--- src/rtl/l2_pkg.sv ---
// Shared types and encodings for the L2 miss-control block.
// State enum, default counter width and datapath mux select values.
package l2_pkg;

    typedef enum logic [2:0] {
        IDLE       = 3'd0,
        TAG_CHECK  = 3'd1,
        HIT_ACCESS = 3'd2,
        EVICT      = 3'd3,
        FETCH      = 3'd4
    } l2_miss_state_t;

    localparam int L2_COUNT_WIDTH = 16;

    localparam logic ADDR_SEL_REQ    = 1'b0;
    localparam logic ADDR_SEL_VICTIM = 1'b1;

    localparam logic WDATA_SEL_UPSTREAM = 1'b0;
    localparam logic WDATA_SEL_VC       = 1'b1;

endpackage

--- src/rtl/l2_perf_counter.sv ---
// Wrapping event counter: +1 on the edge where inc is high, cleared asynchronously by rst_n.
// Count is visible one cycle after the inc cycle; no backpressure, wraps modulo 2^WIDTH.
module l2_perf_counter #(
    parameter int WIDTH = 16
) (
    input  logic             clk,
    input  logic             rst_n,
    input  logic             inc,
    output logic [WIDTH-1:0] count
);

    always_ff @(posedge clk or negedge rst_n) begin
        if (!rst_n) begin
            count <= '0;
        end else if (inc) begin
            count <= count + WIDTH'(1);
        end
    end

endmodule

--- src/rtl/l2_vc_miss_control.sv ---
// L2 control FSM: hit servicing, dirty-LRU writeback and line fetch over the victim-cache port.
// Hit completes 2 cycles after the request; misses stall on l2_vc_resp with no timeout.
module l2_vc_miss_control
    import l2_pkg::*;
#(
    parameter int COUNT_WIDTH = L2_COUNT_WIDTH
) (
    input  logic                   clk,
    input  logic                   rst_n,
    input  logic                   mem_read,
    input  logic                   mem_write,
    output logic                   mem_resp,
    input  logic                   hit,
    input  logic                   lru_valid,
    input  logic                   lru_dirty,
    output logic                   load_data,
    output logic                   load_tag,
    output logic                   set_dirty,
    output logic                   clear_dirty,
    output logic                   update_lru,
    output logic                   addr_sel,
    output logic                   wdata_sel,
    output logic                   l2_vc_read,
    output logic                   l2_vc_write,
    input  logic                   l2_vc_resp,
    output logic [COUNT_WIDTH-1:0] miss_count,
    output logic [COUNT_WIDTH-1:0] writeback_count
);

    l2_miss_state_t state;
    l2_miss_state_t state_next;
    logic           req;
    logic           miss_inc;
    logic           wb_inc;

    assign req = mem_read | mem_write;

    always_ff @(posedge clk or negedge rst_n) begin
        if (!rst_n) begin
            state <= IDLE;
        end else begin
            state <= state_next;
        end
    end

    always_comb begin
        state_next  = state;
        mem_resp    = 1'b0;
        load_data   = 1'b0;
        load_tag    = 1'b0;
        set_dirty   = 1'b0;
        clear_dirty = 1'b0;
        update_lru  = 1'b0;
        addr_sel    = ADDR_SEL_REQ;
        wdata_sel   = WDATA_SEL_UPSTREAM;
        l2_vc_read  = 1'b0;
        l2_vc_write = 1'b0;
        miss_inc    = 1'b0;
        wb_inc      = 1'b0;

        unique case (state)
            IDLE: begin
                if (req) begin
                    state_next = TAG_CHECK;
                end
            end

            // The post-fill re-check lands here too; it hits, so a miss is counted once.
            TAG_CHECK: begin
                if (!req) begin
                    state_next = IDLE;
                end else if (hit) begin
                    state_next = HIT_ACCESS;
                end else if (lru_valid && lru_dirty) begin
                    state_next = EVICT;
                    miss_inc   = 1'b1;
                end else begin
                    state_next = FETCH;
                    miss_inc   = 1'b1;
                end
            end

            // A simultaneous read+write is serviced as a write.
            HIT_ACCESS: begin
                mem_resp   = 1'b1;
                update_lru = 1'b1;
                if (mem_write) begin
                    load_data = 1'b1;
                    set_dirty = 1'b1;
                    wdata_sel = WDATA_SEL_UPSTREAM;
                end
                state_next = IDLE;
            end

            EVICT: begin
                l2_vc_write = 1'b1;
                addr_sel    = ADDR_SEL_VICTIM;
                if (l2_vc_resp) begin
                    state_next = FETCH;
                    wb_inc     = 1'b1;
                end
            end

            // Fill strobes coincide with the response since read data is only valid that cycle.
            FETCH: begin
                l2_vc_read = 1'b1;
                addr_sel   = ADDR_SEL_REQ;
                if (l2_vc_resp) begin
                    load_data   = 1'b1;
                    load_tag    = 1'b1;
                    clear_dirty = 1'b1;
                    wdata_sel   = WDATA_SEL_VC;
                    state_next  = TAG_CHECK;
                end
            end

            default: begin
                state_next = IDLE;
            end
        endcase
    end

    l2_perf_counter #(
        .WIDTH (COUNT_WIDTH)
    ) u_miss_counter (
        .clk   (clk),
        .rst_n (rst_n),
        .inc   (miss_inc),
        .count (miss_count)
    );

    l2_perf_counter #(
        .WIDTH (COUNT_WIDTH)
    ) u_writeback_counter (
        .clk   (clk),
        .rst_n (rst_n),
        .inc   (wb_inc),
        .count (writeback_count)
    );

    a_vc_exclusive: assert property (@(posedge clk) disable iff (!rst_n)
        !(l2_vc_read && l2_vc_write));

    a_vc_write_held: assert property (@(posedge clk) disable iff (!rst_n)
        (l2_vc_write && !l2_vc_resp) |=> l2_vc_write);

    a_vc_read_held: assert property (@(posedge clk) disable iff (!rst_n)
        (l2_vc_read && !l2_vc_resp) |=> l2_vc_read);

    a_resp_single: assert property (@(posedge clk) disable iff (!rst_n)
        mem_resp |=> !mem_resp);

endmodule

--- config.mk ---
export PLATFORM = sky130hd
export DESIGN_NAME = l2_vc_miss_control
export DESIGN_NICKNAME = d
export VERILOG_FILES = /design/src/rtl/l2_pkg.sv /design/src/rtl/l2_perf_counter.sv /design/src/rtl/l2_vc_miss_control.sv
export SDC_FILE = /design/constraint.sdc
export NUM_CORES = 1
export LEC_CHECK = 0
export CAP_MARGIN = 0
export CORE_MARGIN = 4
export CORE_UTILIZATION = 50
export DETAILED_ROUTE_END_ITERATION = 7
export GPL_TIMING_DRIVEN = 1
export PLACE_DENSITY = 0.86
export SETUP_SLACK_MARGIN = 0.05
export SYNTH_ARGS = -nofsm -noshare
export SYNTH_HDL_FRONTEND = slang
export SYNTH_SLANG_ARGS = --single-unit
--- constraint.sdc ---
create_clock -name clk -period 2.3 [get_ports clk]
set_input_delay 0.46 -clock clk [delete_from_list [all_inputs] [get_ports clk]]
set_output_delay 0.46 -clock clk [all_outputs]
set_load 0.02 [all_outputs]
==> flow_metrics.py <==
metrics = {
    "floorplan": {
        "dieHeight_um": 66.3,
        "core_mm2": 0.00315,
        "die_area_mm2": 0.00440,
        "start_util_pct": 53.9,
        "die_width_um": 66.3,
        "rows": 20,
        "io_pins": 50,
    },
    "cts": {
        "cts_tree": "built",
        "cts_buffer_depth": 2,
        "cts_resized": 9,
        "path_clk_slew_ns": 0.11,
        "hold_buffers": 0,
        "htreeDepth": 2,
        "clock_latency_ns": 0.35,
        "post_cts_buffers": 0,
        "cts_buffers": 5,
        "clock-sinks": 35,
        "root_buffer": "clkbuf_4",
    },
    "place": {
        "io_buffers": 49,
        "globalplace.congestion": 0.853,
        "place_hpwl_mm": 2.97,
        "placed_area_mm2": 0.00225,
        "post-place-ws_ns": -0.0528,
    },
    "routing": {
        "routedWlPerCell_um": 15.3,
        "drc": 0,
        "vias": 1442,
        "drtIter0Drc": 88,
        "ant_nets": 0,
        "wl_mm": 4.06,
        "drt_pass1_iterations": 4,
        "post_drt_via_cell_ratio": 5.44,
    },
    "global_routing": {
        "grt_start_max_net_pins": 36,
        "grt.overflow.total": 0,
        "grt_pass1_wl_mm": 6.49,
        "grt_usage_pct": 19.8,
        "antenna_found_initial": 0,
        "grt_pass1_vias": 1389,
    },
    "synthesis": {
        "netlist_area_mm2": 0.00170,
        "synth_fp_nets": 174,
        "synthFlopType": "dfrtp_1",
        "synth_top_cell_area_share_pct": 51.5,
        "yosys_warnings": 0,
        "synth.distinct_cells": 28,
        "syn_inst": 164,
        "synthTopCellsByArea": "dfrtp_1, xnor2_1, xor2_1",
        "synth_edf_count": 0,
        "yosysTopAreaCell": "dfrtp_1",
        "syn_area_per_cell_um2": 10.4,
        "async_flop_share_pct": 100,
        "synth-seq-cells": 35,
        "yosysSeqAreaShare_pct": 51.5,
    },
    "sta": {
        "tightest_slew_ns": 0.457,
        "timing.final.crit_share_pct": 94.3,
        "skew_ns": 0.0107,
        "fmax_mhz": 461,
        "finalMaxSlewViolations": 0,
        "rsz0062_at_grt": "true",
        "slew_headroom_pct": 69.3,
        "finalSetupTns_ns": 0,
        "final_hold_viol_count": 0,
        "setup_slack_ns": 0.131,
        "setup_violations": 0,
        "fin_crit_ns": 2.17,
    },
    "final_layout": {
        "nFillCells": 238,
        "antenna_cells": 0,
        "mostFrequentLayoutCell": "clkdlybuf4s50_1",
        "final_nets": 230,
        "mostFrequentLayoutCells": "clkdlybuf4s50_1, dfrtp_1, nand2_1",
        "drive_above_1_share_pct": 9.50,
        "final_cell_area_mm2": 0.00235,
        "area_delta_synth_final_pct": 38.4,
    },
    "worst_setup_path": {
        "cp.arrival_ns": 1.71,
        "max_stage_delay_ns": 0.59,
        "cpLargestDelayFamily": "buffers and inverters",
        "crit_path_cell_trace": "nor2_2, nand2_1, inv_1, clkdlybuf4s50_1",
        "critPathKind": "reg -> out",
        "end_kind": "output port",
        "slowest_stage": "clkdlybuf4s50_1",
        "worst-path-max-fanout": 6,
        "worstPathBufferInverterCount": 2,
        "start_kind": "register",
        "cp.required_ns": 1.84,
    },
    "pwr": {
        "power_leakage_nw": 1.13,
        "powerDensity_mw_per_mm2": 863,
        "ir_drop_mv": 0.664,
    },
    "hold_path": {
        "hold_class": "reg -> reg",
    },
    "run": {
        "maxCapViolations": 0,
    },
    "outcome": {
        "outcome": "complete, no violations",
    },
}
==> registers in the layout, indices dropped and copies added (netlist names) <==
signal	cells
u_miss_counter.count	16
state	3
u_writeback_counter.count	16
==> cell type report <==
type	count	area, um2	area share, %
clock inverters	2	60.1	2.55
flip-flops and latches	35	877	37.3
well taps	44	55.1	2.34
multi-input cells	119	779	33.1
inverters	5	18.8	0.797
clock buffers	6	41.3	1.75
repair buffers	54	522	22.2
==> Yosys cell counts, types with 2 or more instances <==
cell type and n:
dfrtp_1 35, nand2_1 23, xnor2_1 15, xor2_1 15, nand3_1 10, nand4_1 9, nor2_1 9, nor3_1 9
and3_1 5, inv_1 5, buf_4 4, nor4_1 3, and2_1 2, ha_1 2, nand2b_1 2, nor4_2 2
o21ai_0 2, o22ai_1 2
==> metal layers <==
layer,wire length [um],GRT usage [%]
met1,1560,20.3
met2,2150,36.3
met3,270,6.97
met4,83,7.36
met5,0,0
==> cells by family after synthesis <==
logic type               count (synthesis)  share of synthesized area [%]
XOR/XNOR                                30                           15.5
AND/OR/NAND/NOR                         78                           24.9
adder cells (fa/ha/maj)                  2                           1.47
flip-flops                              35                           51.5
buffers and inverters                   10                           3.09
AO/OA/AOI/OAI                            9                           3.53
==> power breakdown <==
| group | switching (W) | leakage, nW | total, W | internal (W) |
|---|---|---|---|---|
| combinational | 0.000349 | 0.610 | 0.000640 | 0.000291 |
| sequential | 0.000147 | 0.471 | 0.000841 | 0.000694 |
| clock | 0.000212 | 0.0525 | 0.000551 | 0.000339 |
| total | 0.000707 | 1.13 | 0.00203 | 0.00132 |
==> path summary, 6_finish.rpt <==
path	start	to	slack, ns	cells past startpoint
setup / recovery	state[0]	l2_vc_read	0.13	4
hold reg to reg	u_writeback_counter.count[15]	u_writeback_counter.count[15]	0.48	1
max in group asynchronous	rst_n	state[0]	1.45	2
setup reg to reg	state[1]	u_miss_counter.count[13]	0.57	5
hold / removal	u_writeback_counter.count[15]	u_writeback_counter.count[15]	0.48	1
min in group asynchronous	rst_n	u_writeback_counter.count[7]	0.51	2
==> stage by stage <==
stage                     util [%]  hold WS (ns)  cells  power [W]
final                         74.6         0.477    265    0.00203
after global routing          74.6         0.492    265    0.00213
after CTS                     74.5         0.483    265    0.00203
after detailed placement      71.3         0.466    257    0.00149
after global placement        71.3         0.463    257    0.00145
after floorplan                  -         0.164    164    0.00119
No activity file was read; power rests on OpenSTA's default activity.
